**src/rtl/cpu_pkg.sv**
```systemverilog
// Shared CPU definitions used by the stack unit: word width, stack status
// encodings and the {psh,pop} command encoding.
package cpu_pkg;

    localparam int unsigned DATA_W = 16;

    typedef enum logic [1:0] {
        S_EMPTY = 2'b00,
        S_PART  = 2'b01,
        S_FULL  = 2'b10
    } stack_state_e;

    typedef enum logic [1:0] {
        CMD_NOP  = 2'b00,
        CMD_POP  = 2'b01,
        CMD_PUSH = 2'b10,
        CMD_REPL = 2'b11
    } stack_cmd_e;

endpackage

```
**src/rtl/stack_unit_ram.sv**
```systemverilog
// Stack storage: DEPTH x DATA_W register array, one synchronous write port
// and one asynchronous read port. The array is intentionally not reset.
module stack_unit_ram
    import cpu_pkg::*;
#(
    parameter int unsigned DEPTH = 16,
    localparam int unsigned AW   = $clog2(DEPTH)
) (
    input  logic              i_clk,
    input  logic              i_we,
    input  logic [AW-1:0]     i_waddr,
    input  logic [DATA_W-1:0] i_wdata,
    input  logic [AW-1:0]     i_raddr,
    output logic [DATA_W-1:0] o_rdata
);

    logic [DATA_W-1:0] r_mem [DEPTH];

    always_ff @(posedge i_clk) begin
        if (i_we) begin
            r_mem[i_waddr] <= i_wdata;
        end
    end

    assign o_rdata = r_mem[i_raddr];

endmodule

```
**src/rtl/stack_unit.sv**
```systemverilog
// Hardware LIFO stack: push/pop/replace/bypass with saturating stack pointer,
// registered pop data, full/empty status and sticky overflow/underflow flags.
module stack_unit
    import cpu_pkg::*;
#(
    parameter int unsigned DEPTH = 16,
    localparam int unsigned SP_W = $clog2(DEPTH) + 1,
    localparam int unsigned AW   = $clog2(DEPTH)
) (
    input  logic              i_clk,
    input  logic              i_rst,
    input  logic              i_en,
    input  logic              i_psh,
    input  logic              i_pop,
    input  logic              i_clr_err,
    input  logic [DATA_W-1:0] i_data_in,
    output logic [DATA_W-1:0] o_data_out,
    output logic              o_pop_vld,
    output logic [SP_W-1:0]   o_sp,
    output logic              o_empty,
    output logic              o_full,
    output logic              o_ovf,
    output logic              o_unf
);

    stack_cmd_e        w_cmd;
    stack_state_e      r_state;
    logic [SP_W-1:0]   r_sp;
    logic [SP_W-1:0]   w_sp_nxt;
    logic [DATA_W-1:0] r_data_out;
    logic              r_pop_vld;
    logic              r_ovf;
    logic              r_unf;
    logic              w_empty;
    logic              w_full;
    logic [AW-1:0]     w_top_addr;
    logic [AW-1:0]     w_waddr;
    logic              w_we;
    logic              w_pop_ok;
    logic [DATA_W-1:0] w_pop_data;
    logic [DATA_W-1:0] w_rdata;
    logic              w_ovf_set;
    logic              w_unf_set;

    assign w_cmd      = stack_cmd_e'({i_psh, i_pop});
    assign w_empty    = (r_sp == '0);
    assign w_full     = (r_sp == SP_W'(DEPTH));
    assign w_top_addr = AW'(r_sp - SP_W'(1));

    stack_unit_ram #(
        .DEPTH (DEPTH)
    ) u_ram (
        .i_clk   (i_clk),
        .i_we    (w_we),
        .i_waddr (w_waddr),
        .i_wdata (i_data_in),
        .i_raddr (w_top_addr),
        .o_rdata (w_rdata)
    );

    // Command decode; top-of-stack read and write share the sp-1 address on replace.
    always_comb begin
        w_sp_nxt   = r_sp;
        w_we       = 1'b0;
        w_waddr    = w_top_addr;
        w_pop_ok   = 1'b0;
        w_pop_data = w_rdata;
        w_ovf_set  = 1'b0;
        w_unf_set  = 1'b0;
        if (i_en) begin
            case (w_cmd)
                CMD_PUSH: begin
                    if (w_full) begin
                        w_ovf_set = 1'b1;
                    end else begin
                        w_we     = 1'b1;
                        w_waddr  = AW'(r_sp);
                        w_sp_nxt = r_sp + SP_W'(1);
                    end
                end
                CMD_POP: begin
                    if (w_empty) begin
                        w_unf_set = 1'b1;
                    end else begin
                        w_pop_ok = 1'b1;
                        w_sp_nxt = r_sp - SP_W'(1);
                    end
                end
                CMD_REPL: begin
                    w_pop_ok = 1'b1;
                    if (w_empty) begin
                        w_pop_data = i_data_in;
                    end else begin
                        w_we = 1'b1;
                    end
                end
                default: ;
            endcase
        end
    end

    always_ff @(posedge i_clk or negedge i_rst) begin
        if (!i_rst) begin
            r_sp       <= '0;
            r_data_out <= '0;
            r_pop_vld  <= 1'b0;
            r_ovf      <= 1'b0;
            r_unf      <= 1'b0;
        end else begin
            r_pop_vld <= w_pop_ok;
            if (i_en) begin
                r_sp  <= w_sp_nxt;
                r_ovf <= (r_ovf & ~i_clr_err) | w_ovf_set;
                r_unf <= (r_unf & ~i_clr_err) | w_unf_set;
                if (w_pop_ok) begin
                    r_data_out <= w_pop_data;
                end
            end
        end
    end

    // Status FSM; replace and bypass never move it, errors never move it.
    always_ff @(posedge i_clk or negedge i_rst) begin
        if (!i_rst) begin
            r_state <= S_EMPTY;
        end else if (i_en) begin
            case (r_state)
                S_EMPTY: begin
                    if (w_cmd == CMD_PUSH) begin
                        r_state <= S_PART;
                    end
                end
                S_PART: begin
                    if (w_cmd == CMD_PUSH && r_sp == SP_W'(DEPTH - 1)) begin
                        r_state <= S_FULL;
                    end else if (w_cmd == CMD_POP && r_sp == SP_W'(1)) begin
                        r_state <= S_EMPTY;
                    end
                end
                S_FULL: begin
                    if (w_cmd == CMD_POP) begin
                        r_state <= S_PART;
                    end
                end
                default: r_state <= S_EMPTY;
            endcase
        end
    end

    a_state_tracks_sp: assert property (@(posedge i_clk) disable iff (!i_rst)
        (((r_state == S_EMPTY) == w_empty) && ((r_state == S_FULL) == w_full)));

    assign o_data_out = r_data_out;
    assign o_pop_vld  = r_pop_vld;
    assign o_sp       = r_sp;
    assign o_empty    = w_empty;
    assign o_full     = w_full;
    assign o_ovf      = r_ovf;
    assign o_unf      = r_unf;

endmodule

```
**config.mk**
```make
export PLATFORM = sky130hd
export DESIGN_NAME = stack_unit
export DESIGN_NICKNAME = d
export VERILOG_FILES = /design/src/rtl/cpu_pkg.sv /design/src/rtl/stack_unit_ram.sv /design/src/rtl/stack_unit.sv
export SDC_FILE = /design/constraint.sdc
export NUM_CORES = 1
export LEC_CHECK = 0
export CAP_MARGIN = 10
export CORE_UTILIZATION = 49
export DETAILED_ROUTE_END_ITERATION = 7
export PLACE_DENSITY = 0.67
export SLEW_MARGIN = 10
export SYNTH_ARGS = -nofsm -noshare
export SYNTH_HDL_FRONTEND = slang
export SYNTH_SLANG_ARGS = --single-unit
export TNS_END_PERCENT = 20
```
**constraint.sdc**
```tcl
create_clock -name i_clk -period 4.3 [get_ports i_clk]
set_clock_uncertainty 0.05 [all_clocks]
set_input_delay 0.86 -clock i_clk [delete_from_list [all_inputs] [get_ports i_clk]]
set_output_delay 0.86 -clock i_clk [all_outputs]
set_load 0.005 [all_outputs]
```
==> summary.txt <==
Timing
  – Slew headroom: 0.312
  – Final Cycle Share: 0.915
  – Final min period: 3940 ps
  – Final hold vios: 0
  – Max-slew violation count: 0
  – Worst setup margin: 365 ps
  – Fin Setup TNS: 0 ps
  – Unrepaired setup endpoints after global routing: false
  – Highest clock rate: 254 MHz
  – Final Setup Violations: 0
  – Worst slew pin tran: 1030 ps

Floorplan
  – Die extent in x: 153 um
  – I/O pin cnt: 48
  – Die H: 153 um
  – Die area: 23500 sq um
  – Site Rows: 54
  – Starting Density: 0.506
  – CORE AREA: 22200 sq um

Yosys
  – Syn_nets: 581
  – Synth Area in Compound Gates: 0.0647
  – Synthesized-area fraction occupied by adder cells: 0.00335
  – Syn_area_per_cell: 20.2 sq um
  – Synth Flop Type: edfxtp_1
  – EDFF count, synth: 256
  – Simple-gate share of the synthesized area: 0.0367
  – Ys Warns: 0
  – Post-synth cell types: 51
  – XOR/XNOR share of the synthesized area: 0.00625
  – Mapped Area: 11200 sq um
  – Async SR Flop Fraction: 0.0857
  – Seq/Total Area, Yosys: 0.739
  – Largest family of logic cells by synthesized area: multiplexers
  – Yosys reg bits: 280
  – Cell count after synthesis: 556
  – Multiplexer share of the synthesized area: 0.130

Clocking
  – CTS tree: done
  – # resized after CTS: 0
  – Num CTS Buffers: 28
  – CTS Buffer Depth: 3
  – Number of H-tree levels: 1
  – Clk sinks: 280
  – Worst-Skew Late Latency: 530 ps
  – Clock transition at path regs: 60 ps
  – Clock Tree Root: clkbuf_16
  – Post-CTS Setup Bufs: 0
  – Hold-fix buffers at CTS: 0

Worst setup path
  – Reg-to-Reg Start: o_sp[0]$_DFFE_PN0P_
  – Reg2reg path depth: 6
  – FF-to-FF setup slack: 710 ps
  – Arr. time, crit path: 3030 ps
  – Critical Path Source: o_sp[0]$_DFFE_PN0P_
  – R2R Path End: u_ram.r_mem[15][12]$_DFFE_PP_
  – CP max FO: 28
  – Crit Path Class: reg2out
  – Worst setup path end: o_sp[0]
  – CP endpoint kind: primary output
  – Critical Path RT: 3390 ps
  – Type of origin of the critical path: register

Pwr
  – P_int: 0.00601 W
  – Worst vdd ir: 442 uV
  – Combinational group share of total power: 0.347
  – NetSw: 0.00286 W
  – Power Dens Cells: 678 nW/um^2
  – Switching Fraction: 0.322
  – Leakage power: 4.18 nW
  – Clock share of power: 0.261
  – Part of the power in registers: 0.392

Global route
  – First-pass GRT wire length: 37.9 mm
  – GRT Total Usage: 0.221
  – Total grt overflow: 0
  – M2 GR Usage: 0.338
  – GR peak layer: met2
  – Vias in the first global route: 6074
  – Initial antenna violation count: 0
  – Met1 GRT Util: 0.330
  – Routing usage on met3: 0.0386
  – Largest net degree at the start of global routing: 63

Min path
  – Worst Hold Class: reg2reg

Placement
  – Routability cong.: 0.928
  – Post-DP HPWL: 14.9 mm
  – Dpl ws: 468 ps
  – Port Buffer Count: 47

Final layout
  – Utilization after layout: 0.590
  – Layout cells sized above 1: 0.249
  – N_diodes: 0
  – Final nets: 654
  – Area grow syn2layout: 16.7%

Route
  – Antenna Violating Nets Remaining: 0
  – Detailed Routing Iterations Pass 1: 5
  – DRT iter0 DRCs: 465
  – DRC viols: 0
  – Vias: 5869
  – Total wire length: 25.0 mm
  – Routed len/inst: 26.9 um
  – Vias per inst: 6.31

Job
  – MaxCap Viol Count: 0

Run status
  – Status: complete, no violations
-- power by group through the flow --
stage / Clock [W] / Sequential [W] / Combinational [W]
2_1_floorplan: 0 / 0.00338 / 0.00218
3_3_place_gp: 0 / 0.00351 / 0.00306
3_5_place_dp: 0 / 0.00353 / 0.00310
4_1_cts: 0.00236 / 0.00348 / 0.00312
5_1_grt: 0.00247 / 0.00351 / 0.00331
6_report: 0.00232 / 0.00348 / 0.00308
-- cell usage after synthesis, drive strengths merged (2+ instances only) --
library cell / count / area share
edfxtp: 256 / 0.69
mux4: 64 / 0.13
buf: 24 / 0.014
dfrtp: 24 / 0.054
a211oi: 21 / 0.014
a22oi: 17 / 0.011
o22ai: 17 / 0.0095
and2: 16 / 0.0089
o31ai: 16 / 0.011
nor3: 14 / 0.0062
clkbuf: 9 / 0.0030
nand2: 8 / 0.0027
inv: 7 / 0.0023
nor2: 6 / 0.0033
xnor2: 6 / 0.0047
a31oi: 4 / 0.0036
nand3: 4 / 0.0018
nor4: 4 / 0.0036
o211ai: 4 / 0.0039
ha: 3 / 0.0033
a21o: 2 / 0.0013
a21oi: 2 / 0.00089
and3b: 2 / 0.0016
nand2b: 2 / 0.0011
nor2b: 2 / 0.0011
o21ai: 2 / 0.00089
o31a: 2 / 0.0016
xor2: 2 / 0.0016
-- logic make-up after synthesis --
kind of cell	Yosys count
flip-flops	280
AO/OA/AOI/OAI	93
multiplexers	66
AND/OR/NAND/NOR	66
buffers and inverters	40
XOR/XNOR	8
adder cells (fa/ha/maj)	3
-- routing by layer --
metal	wire [um]	up-vias
li1	-	2483
met1	10900	3088
met2	11700	252
met3	1820	46
met4	580	0
met5	0	-
-- per-stage QoR --
stage                     total power [W]  std cells  area (sq um)  hold slack, ps
after floorplan                   0.00556        556         11200             420
after global placement            0.00657        879         12200             439
after detailed placement          0.00663        879         12200             434
after CTS                         0.00896        930         13100             448
after global routing              0.00928        930         13100             481
final                             0.00888        930         13100             448
-- area by class of cell --
class,count,area [sq um]
sequential,280,8290
inverter,7,26.3
clock inverter,9,73.8
multi-input combinational,236,2830
clock buffer,42,815
tap,280,350
timing repair buffer,76,701
fill,1595,9080
-- cells in the final DEF (no fill, tap or decap), types with 3 or more instances in the layout --
| master | instances |
|---|---|
| clkdlybuf4s50_1 | 47 |
| clkbuf_16 | 29 |
| a22oi_1 | 17 |
| nor2_1 | 4 |
| a211oi_4 | 4 |
| inv_1 | 7 |
| nand3_1 | 4 |
| o31ai_1 | 16 |
| mux4_2 | 64 |
| clkbuf_1 | 9 |
| a31oi_1 | 3 |
| clkbuf_8 | 4 |
| and2_1 | 16 |
| dfrtp_1 | 23 |
| clkinv_2 | 5 |
| o22ai_1 | 17 |
| nand2_1 | 8 |
| o211ai_1 | 3 |
| xnor2_1 | 5 |
| edfxtp_1 | 256 |
| nor4_1 | 3 |
| buf_4 | 28 |
| a211oi_1 | 17 |
| nor3_2 | 12 |
-- how the worst min path moves through the flow --
stage	startpoint	to	cells past startpoint
after floorplan	o_ovf$_DFFE_PN0P_	o_ovf$_DFFE_PN0P_	2
after global placement	o_unf$_DFFE_PN0P_	o_unf$_DFFE_PN0P_	1
after detailed placement	o_ovf$_DFFE_PN0P_	o_ovf$_DFFE_PN0P_	2
after CTS	o_ovf$_DFFE_PN0P_	o_ovf$_DFFE_PN0P_	2
after global routing	o_ovf$_DFFE_PN0P_	o_ovf$_DFFE_PN0P_	2
final	o_ovf$_DFFE_PN0P_	o_ovf$_DFFE_PN0P_	2
-- critical path, cell delays in order, from the launching register on --
cell             delay, ps
dfrtp_4                720
buf_4                  560
buf_4                  580
clkdlybuf4s50_1        610
-- flip-flops by register name, indices dropped and copies added, names as in the netlist --
name and count:
u_ram.r_mem 256, o_data_out 16, o_sp 5, o_ovf 1
o_pop_vld 1, o_unf 1
Power figures use the tool's default switching activity.
